===== src/rtl/scope_pkg.sv =====
// Shared acquisition/measurement definitions: capture FSM states, trigger
// edge encodings and the default RAM geometry.
package scope_pkg;

    localparam int SCOPE_ADDR_WIDTH   = 15;
    localparam int SCOPE_SAMPLE_WIDTH = 8;

    typedef enum logic [2:0] {
        ST_IDLE     = 3'd0,
        ST_PREFILL  = 3'd1,
        ST_ARMED    = 3'd2,
        ST_POSTFILL = 3'd3,
        ST_DONE     = 3'd4
    } cap_state_e;

    typedef enum logic {
        EDGE_RISING  = 1'b0,
        EDGE_FALLING = 1'b1
    } trig_edge_e;

    // States in which samples are accepted and written to the RAM.
    function automatic logic is_busy(input cap_state_e s);
        return (s == ST_PREFILL) || (s == ST_ARMED) || (s == ST_POSTFILL);
    endfunction

endpackage


===== src/rtl/trigger_detect.sv =====
// Edge/level trigger detector: keeps the previous accepted sample, compares
// the current one against the threshold and runs the auto-trigger timeout.
module trigger_detect
    import scope_pkg::*;
#(
    parameter int SAMPLE_WIDTH = SCOPE_SAMPLE_WIDTH,
    parameter int TIMEOUT_W    = 16
) (
    input  logic                    i_clk,
    input  logic                    i_reset,
    input  logic                    i_clear,
    input  logic                    i_sample_valid,
    input  logic [SAMPLE_WIDTH-1:0] i_sample_data,
    input  logic                    i_eval,
    input  logic                    i_trig_edge,
    input  logic [SAMPLE_WIDTH-1:0] i_trig_level,
    input  logic                    i_auto_mode,
    input  logic [TIMEOUT_W-1:0]    i_auto_timeout,
    output logic                    o_trig_hit,
    output logic                    o_forced_hit
);

    logic [SAMPLE_WIDTH-1:0] r_prev;
    logic                    r_prev_valid;
    logic [TIMEOUT_W-1:0]    r_tcnt;

    logic                    w_rise;
    logic                    w_fall;
    logic                    w_edge;
    logic                    w_timeout;
    logic [TIMEOUT_W:0]      w_tcnt_nxt;

    // Previous-sample history and armed-sample counter, restarted on every arm.
    always_ff @(posedge i_clk) begin
        if (i_reset || i_clear) begin
            r_prev       <= '0;
            r_prev_valid <= 1'b0;
            r_tcnt       <= '0;
        end else if (i_sample_valid) begin
            r_prev       <= i_sample_data;
            r_prev_valid <= 1'b1;
            if (i_eval) r_tcnt <= r_tcnt + TIMEOUT_W'(1);
        end
    end

    // Edge comparators and timeout match; an edge wins over a forced trigger.
    always_comb begin
        w_rise     = (r_prev < i_trig_level) && (i_sample_data >= i_trig_level);
        w_fall     = (r_prev > i_trig_level) && (i_sample_data <= i_trig_level);
        w_edge     = i_sample_valid && i_eval && r_prev_valid &&
                     ((trig_edge_e'(i_trig_edge) == EDGE_FALLING) ? w_fall : w_rise);
        w_tcnt_nxt = {1'b0, r_tcnt} + (TIMEOUT_W + 1)'(1);
        w_timeout  = i_sample_valid && i_eval && i_auto_mode &&
                     (i_auto_timeout != '0) && (w_tcnt_nxt == {1'b0, i_auto_timeout});
        o_trig_hit   = w_edge || w_timeout;
        o_forced_hit = w_timeout && !w_edge;
    end

endmodule


===== src/rtl/trigger_capture_ctrl.sv =====
// Acquisition front-end: streams samples into the circular sample RAM, runs
// the pre-trigger / trigger / post-trigger capture FSM and publishes the
// start address of the completed capture.
module trigger_capture_ctrl
    import scope_pkg::*;
#(
    parameter int ADDR_WIDTH   = SCOPE_ADDR_WIDTH,
    parameter int SAMPLE_WIDTH = SCOPE_SAMPLE_WIDTH,
    parameter int PRETRIG      = 256,
    parameter int CAPTURE_LEN  = 4096,
    parameter int TIMEOUT_W    = 16
) (
    input  logic                    i_clk,
    input  logic                    i_reset,
    input  logic                    i_arm,
    input  logic                    i_abort,
    input  logic                    i_auto_mode,
    input  logic [TIMEOUT_W-1:0]    i_auto_timeout,
    input  logic                    i_trig_edge,
    input  logic [SAMPLE_WIDTH-1:0] i_trig_level,
    input  logic                    i_sample_valid,
    input  logic [SAMPLE_WIDTH-1:0] i_sample_data,
    output logic                    o_wr_en,
    output logic [ADDR_WIDTH-1:0]   o_wr_addr,
    output logic [SAMPLE_WIDTH-1:0] o_wr_data,
    output logic                    o_triggered,
    output logic                    o_forced,
    output logic                    o_busy,
    output logic                    o_done,
    output logic [ADDR_WIDTH-1:0]   o_sample_start_address
);

    // Samples after the trigger sample needed to complete one capture.
    localparam int POST_LEN = CAPTURE_LEN - PRETRIG - 1;
    localparam int CNT_W    = $clog2(CAPTURE_LEN + 1);

    cap_state_e              r_state;
    cap_state_e              w_state_nxt;
    logic [CNT_W-1:0]        r_cnt;
    logic [ADDR_WIDTH-1:0]   r_ptr;
    logic [ADDR_WIDTH-1:0]   r_trig_addr;

    logic                    w_busy;
    logic                    w_acc;
    logic                    w_arm_go;
    logic                    w_trig_hit;
    logic                    w_forced_hit;
    logic                    w_enter_done;
    logic [ADDR_WIDTH-1:0]   w_t_addr;

    trigger_detect #(
        .SAMPLE_WIDTH (SAMPLE_WIDTH),
        .TIMEOUT_W    (TIMEOUT_W)
    ) u_detect (
        .i_clk          (i_clk),
        .i_reset        (i_reset),
        .i_clear        (w_arm_go),
        .i_sample_valid (w_acc),
        .i_sample_data  (i_sample_data),
        .i_eval         (r_state == ST_ARMED),
        .i_trig_edge    (i_trig_edge),
        .i_trig_level   (i_trig_level),
        .i_auto_mode    (i_auto_mode),
        .i_auto_timeout (i_auto_timeout),
        .o_trig_hit     (w_trig_hit),
        .o_forced_hit   (w_forced_hit)
    );

    // Acceptance qualifiers and next-state; abort overrides arm and trigger.
    always_comb begin
        w_busy   = is_busy(r_state);
        w_acc    = w_busy && i_sample_valid && !i_abort;
        w_arm_go = i_arm && !i_abort && ((r_state == ST_IDLE) || (r_state == ST_DONE));
        // A trigger straight into DONE has not latched T yet, so use the pointer.
        w_t_addr = (r_state == ST_ARMED) ? r_ptr : r_trig_addr;

        w_state_nxt = r_state;
        if (i_abort) begin
            w_state_nxt = ST_IDLE;
        end else begin
            case (r_state)
                ST_IDLE, ST_DONE: begin
                    if (i_arm) w_state_nxt = (PRETRIG == 0) ? ST_ARMED : ST_PREFILL;
                end
                ST_PREFILL: begin
                    if (w_acc && (r_cnt == CNT_W'(PRETRIG - 1))) w_state_nxt = ST_ARMED;
                end
                ST_ARMED: begin
                    if (w_trig_hit) w_state_nxt = (POST_LEN == 0) ? ST_DONE : ST_POSTFILL;
                end
                ST_POSTFILL: begin
                    if (w_acc && (r_cnt == CNT_W'(POST_LEN - 1))) w_state_nxt = ST_DONE;
                end
                default: w_state_nxt = ST_IDLE;
            endcase
        end
        w_enter_done = (r_state != ST_DONE) && (w_state_nxt == ST_DONE);
    end

    // State register.
    always_ff @(posedge i_clk) begin
        if (i_reset) r_state <= ST_IDLE;
        else         r_state <= w_state_nxt;
    end

    // Per-phase sample counter, restarted on every state change.
    always_ff @(posedge i_clk) begin
        if (i_reset)                     r_cnt <= '0;
        else if (r_state != w_state_nxt) r_cnt <= '0;
        else if (w_acc)                  r_cnt <= r_cnt + CNT_W'(1);
    end

    // RAM write port, circular pointer and trigger address latch.
    always_ff @(posedge i_clk) begin
        if (i_reset) begin
            o_wr_en     <= 1'b0;
            o_wr_addr   <= '0;
            o_wr_data   <= '0;
            o_triggered <= 1'b0;
            r_ptr       <= '0;
            r_trig_addr <= '0;
        end else begin
            o_wr_en     <= w_acc;
            o_triggered <= w_trig_hit;
            if (w_acc) begin
                o_wr_addr <= r_ptr;
                o_wr_data <= i_sample_data;
                r_ptr     <= r_ptr + ADDR_WIDTH'(1);
            end
            if (w_trig_hit) r_trig_addr <= r_ptr;
        end
    end

    // Capture status: done / forced flags and published start address.
    always_ff @(posedge i_clk) begin
        if (i_reset) begin
            o_done                 <= 1'b0;
            o_forced               <= 1'b0;
            o_sample_start_address <= '0;
        end else if (i_abort) begin
            o_done <= 1'b0;
        end else if (w_arm_go) begin
            o_done   <= 1'b0;
            o_forced <= 1'b0;
        end else begin
            if (w_trig_hit) o_forced <= w_forced_hit;
            if (w_enter_done) begin
                o_done                 <= 1'b1;
                o_sample_start_address <= w_t_addr - ADDR_WIDTH'(PRETRIG);
            end
        end
    end

    assign o_busy = w_busy;

endmodule

===== config.mk =====
export PLATFORM = sky130hd
export DESIGN_NAME = trigger_capture_ctrl
export DESIGN_NICKNAME = d
export VERILOG_FILES = /design/src/rtl/scope_pkg.sv /design/src/rtl/trigger_detect.sv /design/src/rtl/trigger_capture_ctrl.sv
export SDC_FILE = /design/constraint.sdc
export NUM_CORES = 1
export LEC_CHECK = 0
export CORE_ASPECT_RATIO = 1.25
export CORE_MARGIN = 2
export CORE_UTILIZATION = 55
export CTS_CLUSTER_SIZE = 14
export DETAILED_ROUTE_END_ITERATION = 12
export DONT_BUFFER_PORTS = 1
export HOLD_SLACK_MARGIN = 0.12
export PLACE_DENSITY = 0.74
export SLEW_MARGIN = 40
export SYNTH_ARGS = -nofsm -noshare
export SYNTH_HDL_FRONTEND = slang
export SYNTH_HIERARCHICAL = 1
export SYNTH_SLANG_ARGS = --single-unit
export TNS_END_PERCENT = 1

===== constraint.sdc =====
create_clock -name i_clk -period 3.7 [get_ports i_clk]
set_clock_uncertainty 0.2 [all_clocks]
set_input_delay 0.555 -clock i_clk [delete_from_list [all_inputs] [get_ports i_clk]]
set_output_delay 0.555 -clock i_clk [all_outputs]
set_load 0.01 [all_outputs]

=== Word-level counts from Yosys, hierarchy flattened ===
Cells that the tools add are included.

* Add/subtract/negate cells: 5
* Magnitude comparators: 4
* Equality and inequality tests: 10
* Multiplexer cells: 10
* Bitwise logic cells: 2
* Reductions and logical operators: 32

{| class="wikitable"
|+ Operators by type and width
! kind !! count
|-
| adder 16 x 1 -> 17 bit, second input constant || 1
|-
| equality test 17 x 16 -> 1 bit || 1
|-
| adder 16 x 1 -> 16 bit, second input constant || 1
|-
| logical AND 1 bit || 16
|-
| nonzero test 16 bit || 1
|-
| adder 15 x 1 -> 15 bit, second input constant || 1
|-
| two-way mux 15 bit || 1
|-
| two-way mux 3 bit || 5
|-
| subtractor 15 x 9 -> 15 bit, second input constant || 1
|-
| adder 13 x 1 -> 13 bit, second input constant || 1
|-
| equality test 13 x 12 -> 1 bit, second input constant || 1
|-
| equality test 13 x 8 -> 1 bit, second input constant || 1
|-
| case mux 3 bit (4 select lines) || 1
|-
| greater-or-equal comparator 8 bit || 1
|-
| greater-than comparator 8 bit || 1
|-
| less-or-equal comparator 8 bit || 1
|-
| < comparator 8 bit || 1
|-
| equality test 3 x 2 -> 1 bit, second input constant || 2
|-
| equality test 3 bit, second input constant || 2
|-
| logical OR 1 bit || 5
|-
| AND reduction 2 bit || 2
|-
| OR reduction 2 bit || 2
|-
| equality test 3 x 1 -> 1 bit, second input constant || 1
|-
| logical NOT 3 bit || 1
|-
| 8 further kinds || 12
|}

* Register bits after elaboration: 113
* Input port bits: 39
* Output and inout bits: 43

=== Longest topological paths before layout ===
* Word-level depth: 16
* Gate-level depth with buffers: 18

=== Cells and area by module ===
The synthesis kept the hierarchy.

{| class="wikitable"
|+ Modules (own cells, without submodules)
! module !! times used !! cells each !! area each (um^2)
|-
| trigger_capture_ctrl || 1 || 451 || 3,890.0
|-
| trigger_detect || 1 || 237 || 1,936.9
|}

=== Worst setup path before layout ===
No wires, ideal clock.

* Path type: input to register
* From: input i_sample_valid
* To: register r_trig_addr[0]
* Library setup time: 128 ps
* Arrival time: 3,335 ps
* Required time: 3,372 ps
* Slack: 38 ps
* Stages: 15
* Path through: nor2b_1 nand2_1 inv_1 buf_1 and2_1 buf_2 nand4_1 a221o_1 nor4_2 nand4_1 nand2_1 buf_2 buf_1 mux2i_1 nor2_1

* Cells in the longest elaborated chain, start to end: 7
* Elaborated cells between the ends (all ways): 9

{| class="wikitable"
|+ RTL lines
! element !! line !! text
|-
| start, declared || trigger_capture_ctrl.sv:21 || <nowiki>input logic i_sample_valid,</nowiki>
|-
| logical AND 1 bit (*) (2 in a row) || trigger_capture_ctrl.sv:72 || <nowiki>w_acc = w_busy && i_sample_valid && !i_abort;</nowiki>
|-
| via w_acc || trigger_capture_ctrl.sv:44 || <nowiki>logic w_acc;</nowiki>
|-
| logical AND 1 bit (*) || trigger_detect.sv:50, trigger_detect.sv:53 ||
|-
| logical AND 1 bit (2 in a row) || trigger_detect.sv:53 || <nowiki>w_timeout = i_sample_valid && i_eval && i_auto_mode &&</nowiki>
|-
| logical AND 1 bit || trigger_detect.sv:54 || <nowiki>(i_auto_timeout != '0) && (w_tcnt_nxt == {1'b0, i_auto_timeout});</nowiki>
|-
| logical OR 1 bit (*) || trigger_detect.sv:55 || <nowiki>o_trig_hit = w_edge || w_timeout;</nowiki>
|-
| via w_trig_hit || trigger_capture_ctrl.sv:46 || <nowiki>logic w_trig_hit;</nowiki>
|-
| end signal, assigned || trigger_capture_ctrl.sv:130 || <nowiki>if (w_trig_hit) r_trig_addr <= r_ptr;</nowiki>
|-
| end, declared || trigger_capture_ctrl.sv:41 || <nowiki>logic [ADDR_WIDTH-1:0] r_trig_addr;</nowiki>
|}

The timed path passes the listed nets; every way through them passes the cells marked *.
A chain may end at the register's enable or synchronous reset.

=== Worst setup path in the final report ===
* From: register r_state[0]
* To: register r_cnt[7]

* Cells in the longest elaborated chain, start to end: 15
* Elaborated cells between the ends (all ways): 27

{| class="wikitable"
|+ RTL lines
! element !! line !! text
|-
| start, declared || trigger_capture_ctrl.sv:37 || <nowiki>cap_state_e r_state;</nowiki>
|-
| start signal, assigned || trigger_capture_ctrl.sv:103 || <nowiki>else r_state <= w_state_nxt;</nowiki>
|-
| equality test 3 x 1 -> 1 bit / equality test 3 x 2 -> 1 bit (equally long branches) || scope_pkg.sv:23 || <nowiki>return (s == ST_PREFILL) || (s == ST_ARMED) || (s == ST_POSTFILL);</nowiki>
|-
| logical OR 1 bit || scope_pkg.sv:23 ||
|-
| logical OR 1 bit (*) || scope_pkg.sv:23 ||
|-
| via o_busy || trigger_capture_ctrl.sv:28 || <nowiki>output logic o_busy,</nowiki>
|-
| logical AND 1 bit (*) (2 in a row) || trigger_capture_ctrl.sv:72 ||
|-
| logical AND 1 bit (*) || trigger_detect.sv:50, trigger_detect.sv:53 ||
|-
| logical AND 1 bit (2 in a row) || trigger_detect.sv:53 ||
|-
| logical AND 1 bit || trigger_detect.sv:54 ||
|-
| logical OR 1 bit (*) || trigger_detect.sv:55 ||
|-
| via w_trig_hit || trigger_capture_ctrl.sv:46 ||
|-
| two-way mux 3 bit (*) || trigger_capture_ctrl.sv:89 || <nowiki>if (w_trig_hit) w_state_nxt = (POST_LEN == 0) ? ST_DONE : ST_POSTFILL;</nowiki>
|-
| case mux 3 bit (4 select lines) (*) || trigger_capture_ctrl.sv:81 || <nowiki>case (r_state)</nowiki>
|-
| two-way mux 3 bit (*) || trigger_capture_ctrl.sv:78 || <nowiki>if (i_abort) begin</nowiki>
|-
| inequality test 3 bit (*) || trigger_capture_ctrl.sv:109 || <nowiki>else if (r_state != w_state_nxt) r_cnt <= '0;</nowiki>
|-
| OR reduction 2 bit (no source line) (*) || - ||
|-
| end signal, assigned || trigger_capture_ctrl.sv:110 || <nowiki>else if (w_acc) r_cnt <= r_cnt + CNT_W'(1);</nowiki>
|-
| end, declared || trigger_capture_ctrl.sv:39 || <nowiki>logic [CNT_W-1:0] r_cnt;</nowiki>
|}

Marks and branches as above.

==> results.md <==
- Status: finished clean
- Critical Path Stages: 14
- Core Box Area: 0.0105 mm^2
- WHS Path Cells: 2
- Number of global-route vias before repair: 4822
- Post-synthesis mux area share: 6.18%
- Antenna Cells: 0
- Max_cap viols: 0
- Final ANT Viol Nets: 0
- Clk Latency, worst-skew pair: 0.41 ns
- Fill count: 908
- Worst setup path class: flop to flop
- Startpoint Class: flop
- Root buffer cell: clkbuf_16
- Initial Util: 55.7%
- Sequential fraction of the synthesis area: 38.8%
- Port bufs: 0
- WL final: 14200 um
- Final #Nets: 740
- Max transition margin: 63.2%
- DRC: 0
- First-pass GRT wire length: 23200 um
- R2R depth: 14
- CP cell instances: o21bai_4 -> inv_2 -> nand2_1 -> inv_1 -> and2_1 -> nand4_1 -> a221o_1 -> nor4_2 -> nand4_1 -> nand2_1 -> nor4bb_1 -> a211oi_1 -> o31ai_4 -> nor2_1
- Largest net degree at the start of global routing: 73
- Yosys cell types: 66
- Measured slew at the worst slew-check pin: 0.549 ns
- Chip width: 96.1 um
- Crit path max-delay family: simple AND/OR/NAND/NOR gates
- Unrepaired setup endpoints after global routing: no
- Boundary Pins: 82
- Mapped cell area: 0.00583 mm^2
- Dpl hpwl: 9530 um
- Worst Path Arrival: 3.41 ns
- Data required, critical path: 3.77 ns
- Setup TNS: 0 ns
- Crit-path max FO: 13
- CP max-delay cell: dfxtp_1
- Asr flop ratio synth: 0%
- Max IR drop VDD: 0.288 mV
- Leak: 0.00230 uW
- Synth Area in Simple Gates: 24.1%
- Worst path bufs/invs: 2
- Finished Core Util: 62.8%
- Area leader, netlist: dfxtp_1
- Full die area: 0.0114 mm^2
- CTS sink cnt: 113
- CTS Buf Count: 17
- Post-Synth XOR/XNOR Area: 9.60%
- CP endpoint kind: flop
- Synthesized area per cell: 8.47 um^2
- Routed len/inst: 17.3 um
- Slew Limit Fails: 0
- Initial antenna violation count: 0
- Synth area leaders: dfxtp_1, mux2i_1, nor2_1
- Final hold slack: 0.121 ns
- Total vias in the final route: 4818
- Via density: 5.86
- GPL Wtd Cong: 0.878
- TritonCTS clock tree: built
- Detailed Routing Iterations Pass 1: 4
- PwrDens: 463 mW/mm^2
- Iteration-0 DRC Markers: 240
- Final Hold Violating Endpoints: 0
- Layout cells sized above 1: 8.12%
- Layout area overhead: 12.8%
- Yosys reg bits: 113
- Gr usage total: 26.1%
- EDFF count, synth: 0
- Max Buffers Root-to-Sink: 2
- Post-synthesis compound-gate area fraction: 12.0%
- Clock-pin slew of the registers on the worst-case setup and hold paths: 0.05 ns
- Max frequency: 299 MHz
- H-tree Lvls: 4
- Ys Warns: 6
- Main combinational cell family by area after synthesis: simple AND/OR/NAND/NOR gates
- Die span in y: 119 um
- Min-delay worst type: primary input to flop
- Worst path max stage delay: 0.55 ns
- Fin crit period: 3.35 ns
- Post-synthesis adder-cell area fraction: 4.51%
- Most used DFF post-synth: dfxtp_1
- Final critical-path share of the clock period: 90.4%
- Overflow after GRT: 0
- Number of cell rows: 42
- Final setup violation count: 0
- Post-synthesis instance total: 688
- Syn Nets: 748
- Synth top area share: 38.8%
==> metal layers <==
layer / track usage (%) / wire length (um) / vias up / share of wire, %
met4: 10.8 / 396 / 0 / 2.8
met5: 0 / 0 / - / 0
met3: 6.14 / 731 / 31 / 5.1
li1: - / - / 2362 / -
met1: 29.8 / 5570 / 2303 / 39
met2: 45.4 / 7520 / 122 / 53
==> state kept, by name (all words and copies together), names as in the netlist, 3 cells and up <==
name                    flops
r_cnt                      13
r_trig_addr                15
r_ptr                      15
o_sample_start_address     15
u_detect/r_tcnt            16
o_wr_data                   8
u_detect/r_prev             8
o_wr_addr                  15
r_state                     3
==> logic make-up (layout without fill, tap and decap cells) <==
kind of cell,Yosys count,after routing
and+or+nand+nor,291,291
DFF,113,113
AOI/OAI and AO/OA,104,104
xor gates and xnor gates,63,63
buffers and inverters,60,62
muxes,36,36
adders and majority gates,21,21
==> path summary, 6_finish.rpt <==
kind                                                   from                               to  slack (ns)
worst max-delay path                  r_state[0]$_SDFF_PP0_            r_cnt[7]$_SDFFE_PP0P_        0.35
worst min-delay path                       i_sample_data[5]  u_detect/r_prev[5]$_SDFFE_PP0P_        0.12
worst min register to register  r_trig_addr[0]$_SDFFE_PP0P_      r_trig_addr[0]$_SDFFE_PP0P_        0.29
worst max register to register        r_state[0]$_SDFF_PP0_            r_cnt[7]$_SDFFE_PP0P_        0.35
==> synthesized netlist by cell type, types with 9 or more instances <==
cell and count:
nand4_1 16, o21ai_0 13, nor3_1 9, a21oi_1 46
nand2_1 91, buf_2 12, xor2_1 34, inv_1 14
clkbuf_1 21, xnor2_1 28, mux2i_1 36, nand3_1 25
ha_1 21, nor2_1 92, a211oi_1 11, dfxtp_1 113
==> what timing repair did <==
action | in CTS | in global routing
gates resized for setup | 0 | 0
setup buffers | 0 | 0
endpoints found under the hold margin | 79 | 0
hold buffers | 11 | 0
==> layout make-up <==
cell class / instances / area [um^2] / area share (%)
sequential: 113 / 2260 / 34.4
timing repair buffer: 18 / 180 / 2.74
clock inverter: 10 / 161 / 2.46
multi-input combinational: 515 / 3290 / 50.1
tap: 132 / 165 / 2.51
clock buffer: 19 / 453 / 6.89
inverter: 15 / 56.3 / 0.857
==> layout by cell type, fill, tap and decap left out, drive strengths merged, types with 8 or more instances in the layout <==
| master | n |
|---|---|
| xor2 | 34 |
| nand2 | 91 |
| dfxtp | 113 |
| dlygate4sd3 | 10 |
| o21ai | 13 |
| clkbuf | 19 |
| nor4 | 9 |
| mux2i | 36 |
| xnor2 | 29 |
| nand4 | 17 |
| a211oi | 11 |
| nor3 | 9 |
| nor2 | 93 |
| a21oi | 46 |
| inv | 15 |
| ha | 21 |
| buf | 8 |
| nand3 | 25 |
==> worst register-to-register path: stages (launching register included) <==
cell      delay [ns]
dfxtp_1         0.55
o21bai_4        0.12
inv_2           0.15
nand2_1         0.09
inv_1           0.07
and2_1          0.14
nand4_1         0.09
a221o_1         0.28
nor4_2          0.25
nand4_1         0.19
nand2_1         0.14
nor4bb_1        0.22
a211oi_1        0.12
o31ai_4         0.49
nor2_1          0.11
==> metrics by stage <==
stage / area, um^2 / worst slack [ns] / total power (uW) / cells
2_1_floorplan: 5830 / 0.0376 / 1330 / 688
3_3_place_gp: 5820 / 0.521 / 1330 / 782
3_5_place_dp: 5820 / 0.372 / 1330 / 782
4_1_cts: 6570 / 0.365 / 3060 / 822
5_1_grt: 6570 / 0.0457 / 3120 / 822
6_report: 6570 / 0.354 / 3040 / 822
==> report_power, final <==
group	internal, uW	total (uW)	switching (uW)
Combinational	44.5	110	65.1
Clock	1150	1710	558
Sequential	1220	1230	5.09
Note: power is estimated with default switching activity, not from simulation.
